===== src/rtl/ps2_pkg.sv =====
// Shared PS/2 receiver types: FSM states, frame constants and the scan-code byte.
// Imported by the filter front end and the frame/FIFO top level.
package ps2_pkg;

    localparam int PS2_DATA_BITS  = 8;
    localparam int PS2_FRAME_BITS = 11;

    typedef logic [PS2_DATA_BITS-1:0] ps2_byte_t;

    typedef enum logic [1:0] {
        ST_IDLE,
        ST_DATA,
        ST_PARITY,
        ST_STOP
    } ps2_state_e;

    // Odd parity holds when data plus parity carries an odd number of ones.
    function automatic logic odd_ok(input ps2_byte_t b, input logic p);
        return ^{b, p};
    endfunction

endpackage


===== src/rtl/ps2_sync_filter.sv =====
// PS/2 pin synchronisers, clock-line glitch filter and falling-edge strobe.
// The data bit is delayed alongside the strobe so both refer to the same sample.
import ps2_pkg::*;

module ps2_sync_filter #(
    parameter int FILTER_LEN = 4
) (
    input  logic clk_sys,
    input  logic clr,
    input  logic ps2_clk,
    input  logic ps2_data,
    output logic fall,
    output logic bit_val
);

    localparam int CW = (FILTER_LEN > 1) ? $clog2(FILTER_LEN) : 1;

    logic [1:0]    clk_sync;
    logic [1:0]    dat_sync;
    logic          filt;
    logic [CW-1:0] run;
    logic          differ;
    logic          change;

    assign differ = (clk_sync[1] != filt);
    assign change = differ && (run == CW'(FILTER_LEN - 1));

    always_ff @(posedge clk_sys) begin
        if (clr) begin
            clk_sync <= 2'b11;
            dat_sync <= 2'b11;
            filt     <= 1'b1;
            run      <= '0;
            fall     <= 1'b0;
            bit_val  <= 1'b1;
        end else begin
            clk_sync <= {clk_sync[0], ps2_clk};
            dat_sync <= {dat_sync[0], ps2_data};
            fall     <= change && filt;
            bit_val  <= dat_sync[1];
            // run counts consecutive samples that disagree with the filtered level
            if (change) begin
                filt <= clk_sync[1];
                run  <= '0;
            end else if (differ) begin
                run <= run + 1'b1;
            end else begin
                run <= '0;
            end
        end
    end

endmodule


===== src/rtl/ps2_rx_fifo.sv =====
// PS/2 keyboard receiver: frame FSM, sticky status flags and show-ahead FIFO.
// Define PS2_RX_TIMEOUT_EN to abort frames whose clock stalls for TIMEOUT_CYCLES.
import ps2_pkg::*;

module ps2_rx_fifo #(
    parameter int FIFO_DEPTH     = 8,
    parameter int FILTER_LEN     = 4,
    parameter int TIMEOUT_CYCLES = 50000
) (
    input  logic                          clk_sys,
    input  logic                          clr,
    input  logic                          ps2_clk,
    input  logic                          ps2_data,
    input  logic                          rd,
    output logic [7:0]                    data,
    output logic                          ready,
    output logic [$clog2(FIFO_DEPTH):0]   count,
    output logic                          overflow,
    output logic                          parity_err,
    output logic                          frame_err
);

    localparam int AW   = $clog2(FIFO_DEPTH);
    localparam int CNTW = AW + 1;
    localparam int BW   = $clog2(PS2_DATA_BITS);
    localparam int TW   = $clog2(TIMEOUT_CYCLES + 1);

    logic fall;
    logic bit_val;

    ps2_sync_filter #(
        .FILTER_LEN(FILTER_LEN)
    ) u_filt (
        .clk_sys (clk_sys),
        .clr     (clr),
        .ps2_clk (ps2_clk),
        .ps2_data(ps2_data),
        .fall    (fall),
        .bit_val (bit_val)
    );

    ps2_state_e    state, state_n;
    logic [BW-1:0] bit_cnt, bit_cnt_n;
    ps2_byte_t     shreg, shreg_n;
    logic          par_bit, par_n;
    logic          push_req;
    logic          perr_set;
    logic          ferr_set;
    logic          tmo_hit;
    logic [TW-1:0] tmo_cnt;

    assign tmo_hit = (state != ST_IDLE) && (tmo_cnt == TW'(TIMEOUT_CYCLES));

`ifdef PS2_RX_TIMEOUT_EN
    always_ff @(posedge clk_sys) begin
        if (clr || state == ST_IDLE || fall || tmo_hit) begin
            tmo_cnt <= '0;
        end else begin
            tmo_cnt <= tmo_cnt + 1'b1;
        end
    end
`else
    // Counter held at zero, so the abort never fires.
    assign tmo_cnt = '0;
`endif

    always_ff @(posedge clk_sys) begin
        if (clr) begin
            state   <= ST_IDLE;
            bit_cnt <= '0;
            shreg   <= '0;
            par_bit <= 1'b0;
        end else begin
            state   <= state_n;
            bit_cnt <= bit_cnt_n;
            shreg   <= shreg_n;
            par_bit <= par_n;
        end
    end

    always_comb begin
        state_n   = state;
        bit_cnt_n = bit_cnt;
        shreg_n   = shreg;
        par_n     = par_bit;
        push_req  = 1'b0;
        perr_set  = 1'b0;
        ferr_set  = 1'b0;
        if (tmo_hit) begin
            state_n  = ST_IDLE;
            ferr_set = 1'b1;
        end else if (fall) begin
            unique case (state)
                ST_IDLE: begin
                    if (!bit_val) begin
                        state_n   = ST_DATA;
                        bit_cnt_n = '0;
                    end
                end
                ST_DATA: begin
                    shreg_n   = {bit_val, shreg[7:1]};
                    bit_cnt_n = bit_cnt + 1'b1;
                    if (bit_cnt == BW'(PS2_DATA_BITS - 1)) begin
                        state_n = ST_PARITY;
                    end
                end
                ST_PARITY: begin
                    par_n   = bit_val;
                    state_n = ST_STOP;
                end
                ST_STOP: begin
                    state_n = ST_IDLE;
                    if (!odd_ok(shreg, par_bit)) begin
                        perr_set = 1'b1;
                    end else if (!bit_val) begin
                        ferr_set = 1'b1;
                    end else begin
                        push_req = 1'b1;
                    end
                end
                default: state_n = ST_IDLE;
            endcase
        end
    end

    ps2_byte_t     mem [FIFO_DEPTH];
    logic [AW-1:0] wr_ptr;
    logic [AW-1:0] rd_ptr;
    logic          full;
    logic          do_pop;
    logic          do_push;

    assign ready   = (count != '0);
    assign full    = (count == CNTW'(FIFO_DEPTH));
    assign do_pop  = rd && ready;
    // A pop frees the slot in the same cycle, so a full FIFO still accepts.
    assign do_push = push_req && (!full || do_pop);
    assign data    = ready ? mem[rd_ptr] : '0;

    always_ff @(posedge clk_sys) begin
        if (do_push) begin
            mem[wr_ptr] <= shreg;
        end
    end

    always_ff @(posedge clk_sys) begin
        if (clr) begin
            wr_ptr     <= '0;
            rd_ptr     <= '0;
            count      <= '0;
            overflow   <= 1'b0;
            parity_err <= 1'b0;
            frame_err  <= 1'b0;
        end else begin
            if (do_push) begin
                wr_ptr <= wr_ptr + 1'b1;
            end
            if (do_pop) begin
                rd_ptr <= rd_ptr + 1'b1;
            end
            unique case ({do_push, do_pop})
                2'b10:   count <= count + 1'b1;
                2'b01:   count <= count - 1'b1;
                default: count <= count;
            endcase
            if (push_req && !do_push) begin
                overflow <= 1'b1;
            end
            if (perr_set) begin
                parity_err <= 1'b1;
            end
            if (ferr_set) begin
                frame_err <= 1'b1;
            end
        end
    end

endmodule

===== config.mk =====
export PLATFORM = sky130hd
export DESIGN_NAME = ps2_rx_fifo
export DESIGN_NICKNAME = d
export VERILOG_FILES = /design/src/rtl/ps2_pkg.sv /design/src/rtl/ps2_sync_filter.sv /design/src/rtl/ps2_rx_fifo.sv
export SDC_FILE = /design/constraint.sdc
export NUM_CORES = 1
export LEC_CHECK = 0
export ABC_CLOCK_PERIOD_IN_PS = 7600
export CORE_MARGIN = 2
export CORE_UTILIZATION = 55
export CTS_CLUSTER_SIZE = 20
export DETAILED_ROUTE_END_ITERATION = 8
export PLACE_DENSITY = 0.74
export SLEW_MARGIN = 20
export SYNTH_ARGS = -nofsm -noshare
export SYNTH_HDL_FRONTEND = slang
export SYNTH_SLANG_ARGS = --single-unit

===== constraint.sdc =====
create_clock -name clk_sys -period 7.6 [get_ports clk_sys]
set_input_delay 2.28 -clock clk_sys [delete_from_list [all_inputs] [get_ports clk_sys]]
set_output_delay 2.28 -clock clk_sys [all_outputs]
set_load 0.02 [all_outputs]

Word level (Yosys, flattened, before mapping)
Memory sizes are Yosys's and may differ from the RTL's. A register that Yosys moved wholly into a read port is not among the register bits. Cells that the tools add are included.

Register bits after elaboration: 36. Latch bits: 0. Memory bits (writable): 64. Memory bits (read-only): 0. Output and inout bits: 16. Logic and storage cells: 75. Memories kept: 1.

Add/subtract/negate cells: 6. Multiply operators: 0. Divide/modulo/power cells: 0. Magnitude comparators: 0. Equality and inequality tests: 11. Shift-type cells: 0. Multiplexer cells: 22. Bitwise operators: 1. Reductions and logical operators: 18.

Memory list: mem (depth 8, width 8, rd ports 1, clocked after Yosys merged registers in 1, wr ports 1, line ps2_rx_fifo.sv:126) `ps2_byte_t mem [FIFO_DEPTH];`.

Operator list (number): 1-bit two-way mux (13); 3-bit by 1-bit adder with 3-bit output, second input constant (3); 3-bit two-way mux (3); 9-bit parity (1); 2-bit equality test, second input constant (4); 8-bit two-way mux (1); 2-bit one-hot mux with 4 select lines (1); 4-bit one-hot mux with 2 select lines (1); 3-bit one-hot mux with 2 select lines (1); 3-bit AND reduction (2); 1-bit logical AND (5); 4-bit by 1-bit adder with 4-bit output, second input constant (1); 2-bit by 1-bit equality test with 1-bit output, second input constant (2); 4-bit equality test, second input constant (1); 2-bit two-way mux (2); 2-bit != test, second input constant (2); 2-bit AND reduction (2); 2-bit nonzero test (2); 4-bit nonzero test (1); 4-bit by 1-bit subtractor with 4-bit output, second input constant (1); 3-bit equality test, second input constant (1); 3-bit OR reduction (1); 2-bit by 1-bit adder with 2-bit output, second input constant (1); 1-bit zero test (2); 4 further kinds (4).

Depth between registers and ports, before layout
Depth after elaboration: 7. Depth in mapped cells: 11.

By module
From an unflattened synthesis, not the netlist that was laid out.

Cells, all modules: 289. Area, all modules: 4172.8 µm².

By module, submodules not included: ps2_rx_fifo (times used 1, cells an instance 268, area each 3891.2 µm², sequential area each 2522.4 µm²); ps2_sync_filter (times used 1, cells an instance 21, area each 281.5 µm², sequential area each 180.2 µm²).

Worst setup path before layout
No wires, ideal clock.

Path kind: reg-to-output. Start: register with a tool-made name. End: output data[5]. Data arrival time: 1.772 ns. Path slack: 3.548 ns. Cell stages (with the launch flop): 6. Cell sequence: dfxtp_1 > clkbuf_1 > buf_2 > mux4_2 > mux2i_1 > nor2_1.

RTL lines: end, declared (line ps2_rx_fifo.sv:15) `output logic [7:0] data,`.

==> impl_summary.log <==
INFO  metric num_rows = 31
INFO  metric io_pins = 21
INFO  metric grt_pass1_wl = 11.47 mm
INFO  metric hold_violations = 0
INFO  metric dieArea = between 0.008 and 0.009 mm^2
INFO  metric report.final.slew_viol_count = 0
INFO  metric synth_area_per_cell = 14.28 um^2
INFO  metric reported_leakage_power = 1.557 nW
INFO  metric grt_max_degree = 25
INFO  metric cp_max_fo = 16
INFO  metric cts_made_buffers = 9
INFO  metric detailed_route_via_count = 2,300
INFO  metric synth.yosys.seq_area_share = 0.6481
INFO  metric cts_buffer_depth = 2
INFO  metric power.density = 276.4 mW/mm^2
INFO  metric route.detailed.wl_per_inst = 16.52 um
INFO  metric timing.reg2reg.setup_slack = 4.50 ns
INFO  metric timing.fmax = approximately 210 MHz
INFO  metric ctsHoldBuffers = 0
INFO  metric route.detailed.drc = 0
INFO  metric cp-start-kind = flop
INFO  metric terminating_pin_of_the_worst_hold_path = u_filt.clk_sync[1]$_SDFF_PP1_
INFO  metric root_buffer = sky130_fd_sc_hd__clkbuf_8
INFO  metric antenna_violations_before_repair = 0
INFO  metric worstPathCellList = mux4_2, mux2i_1, nor2_1, clkdlybuf4s50_1
INFO  metric grt_usage = 0.1829
INFO  metric slew_headroom = 0.3258
INFO  metric layout_common_cells = sky130_fd_sc_hd__edfxtp_1 (64), sky130_fd_sc_hd__dfxtp_1 (38), sky130_fd_sc_hd__nor2_1 (31), sky130_fd_sc_hd__nand2_1 (23), sky130_fd_sc_hd__clkdlybuf4s50_1 (20)
INFO  metric worstHoldPathType = reg -> reg
INFO  metric final.period_utilization = 0.6265
INFO  metric area.growth.synth_to_final = 11.76%
INFO  metric reg2reg_from = shreg[7]$_SDFFE_PP0P_
INFO  metric ys_types = 42
INFO  metric synth_cells = roughly 300
INFO  metric critical_path.endpoint_type = output pin
INFO  metric path_buf_inv = 1
INFO  metric criticalPathCategory = reg -> out
INFO  metric gr_overflow_total = 0
INFO  metric drt_first_iter_violations = 175
INFO  metric worst_ir_drop_vdd = around 0.00019 V
INFO  metric outcome = finished, final reports clean
INFO  metric holdCritStartpoint = u_filt.clk_sync[0]$_SDFF_PP1_
INFO  metric worst_skew_pair.late_latency = 0.36 ns
INFO  metric ctsResizeCount = 0
INFO  metric post_layout_instance_count_excluding_filler_cells = 421
INFO  metric core_area = between 0.007 and 0.008 mm^2
INFO  metric avgViaCountPerCell = around 5.5
INFO  metric post_detail_place_hpwl = 4.630 mm
INFO  metric synth-edff-count = 64
INFO  metric post-route-worst-setup-slack = approximately 2.8 ns
INFO  metric initial_utilization = 0.5719
INFO  metric cts_setup_buffers = 0
INFO  metric worst-endpoint-required = 5.32 ns
INFO  metric timing.critical_path.slowest_cell_delay = ~0.70 ns
INFO  metric clock_tree_from_tritoncts = done
INFO  metric post-place-cells = ~410
INFO  metric worstPathArrival = 2.48 ns
INFO  metric pre_cts_ws = between 2 and 3 ns
INFO  metric syn_area = roughly 0.0042 mm^2
INFO  metric reg2reg_to = count[3]$_SDFFE_PP0P_
INFO  metric layout.core_utilization = 0.6392
INFO  metric postSynth.topFlopCell = sky130_fd_sc_hd__edfxtp_1
INFO  metric timing.reg2reg.worst_path_depth = 10
INFO  metric crit_path_top_delay_cell = sky130_fd_sc_hd__dfxtp_2
INFO  metric layout-drive-gt1-share = 0.1522
INFO  metric grt_setup_unrepaired = false
INFO  metric syn_nets = 309
INFO  metric timing.setup.tns = 0 ns
INFO  metric min_period = about 4.8 ns
INFO  metric synth_seq_cells = 103
INFO  metric layout.nets = 335
INFO  metric grt_pass1_vias = approximately 2,300
INFO  metric timing_worst_slew_pin_value = 1.003 ns
INFO  metric floorplan.die.width = 91.08 um
INFO  metric critical_path.top_delay_family = multiplexers
INFO  metric final_common_cell = sky130_fd_sc_hd__edfxtp_1
INFO  metric tritoncts_num_sinks = 103
INFO  metric port-buffer-count = 20
INFO  metric timing.max_cap.violations = 0
INFO  metric synthArstFlopShare = 0
INFO  metric clk_transition_reported_paths = approximately 0.09 ns
INFO  metric skew = 0.007617 ns
INFO  metric antenna_cells_inserted = 0
INFO  metric hold-path-cell-count = 1
INFO  metric timing.final.setup_violations = 0
INFO  metric ant_nets = 0
INFO  metric synth.yosys.warnings = 0
INFO  metric detailedRoute.firstPassIterationCount = 5
INFO  metric routabilityCongestion = about 0.76
INFO  metric die_height = 91.08 um
INFO  metric htreeDepth = 3
INFO  metric wirelength = 6.957 mm
## layout make-up
cell class	count	area, um^2
fill	569	2631
tap	99	123.9
inverter	9	33.78
clock inverter	6	38.79
multi-input combinational	169	1391
clock buffer	9	123.9
timing repair buffer	26	245.2
sequential	103	2704
## metal layers
metal | share of wire | GRT usage | up-vias
li1 | - | - | 1117
met1 | 0.44 | 0.2350 | 1125
met2 | 0.51 | 0.3105 | 48
met3 | 0.037 | 0.03237 | 10
met4 | 0.016 | 0.07197 | 0
met5 | 0 | 0 | -
## power breakdown
part | internal, mW | switching (mW)
Combinational | 0.185 | 0.165
Clock | 0.115 | 0.174
Sequential | 0.604 | 0.0453
Total | 0.904 | 0.384
## sequential cells by signal, summed over array words and instances (netlist names), 2 cells and up, named ones only
signal	count
wr_ptr	3
count	4
mem	64
u_filt.dat_sync	2
state	2
bit_cnt	3
shreg	8
u_filt.clk_sync	2
rd_ptr	3
u_filt.run	2
## how the worst max path moves through the flow
stage	slack, ns	startpoint	depth (start not counted)	end
6_report	2.84	flop	4	data[3]
5_1_grt	2.64	flop	4	data[3]
4_1_cts	2.39	flop	4	data[3]
3_5_place_dp	2.78	flop	4	data[3]
3_3_place_gp	2.84	flop	4	data[3]
2_1_floorplan	3.55	flop	5	data[5]
## stage by stage
| step | hold WS [ns] | total power, mW | area (um^2) |
|---|---|---|---|
| 6_report | 0.4116 | 1.288 | 4661 |
| 3_5_place_dp | 0.3975 | 1.016 | 4497 |
| 4_1_cts | 0.4175 | 1.301 | 4659 |
| 3_3_place_gp | 0.3928 | 1.008 | 4497 |
| 5_1_grt | 0.4310 | 1.352 | 4661 |
| 2_1_floorplan | 0.3895 | 0.8898 | 4170 |
## cell usage after synthesis, drive strengths merged (2+ instances only)
master | count | share of area
nand3 | 10 | 0.012
or2 | 5 | 0.0075
nand2 | 23 | 0.021
a21oi | 14 | 0.017
clkbuf | 8 | 0.0072
nor3 | 7 | 0.0084
buf | 3 | 0.0030
xnor2 | 8 | 0.017
and2 | 2 | 0.0036
inv | 9 | 0.0081
a32oi | 2 | 0.0042
nor4 | 2 | 0.0045
nor2b | 2 | 0.0030
xor2 | 3 | 0.0063
xnor3 | 2 | 0.011
mux2i | 12 | 0.032
nor2 | 31 | 0.028
a211oi | 2 | 0.0036
edfxtp | 64 | 0.46
dfxtp | 39 | 0.19
o21ai | 2 | 0.0024
ha | 11 | 0.033
mux4 | 16 | 0.086
nand2b | 2 | 0.0030
## cells by family (layout without fill, tap and decap cells)
logic type	count (synthesis)	count (layout)	synth area share
AO/OA/AOI/OAI	26	26	0.03961
XOR/XNOR	13	13	0.03390
adder cells (fa/ha/maj)	12	12	0.03780
buffers and inverters	20	50	0.01830
flip-flops	103	103	0.6481
multiplexers	29	29	0.1218
AND/OR/NAND/NOR	89	89	0.1005
Note: power is estimated with default switching activity, not from simulation.
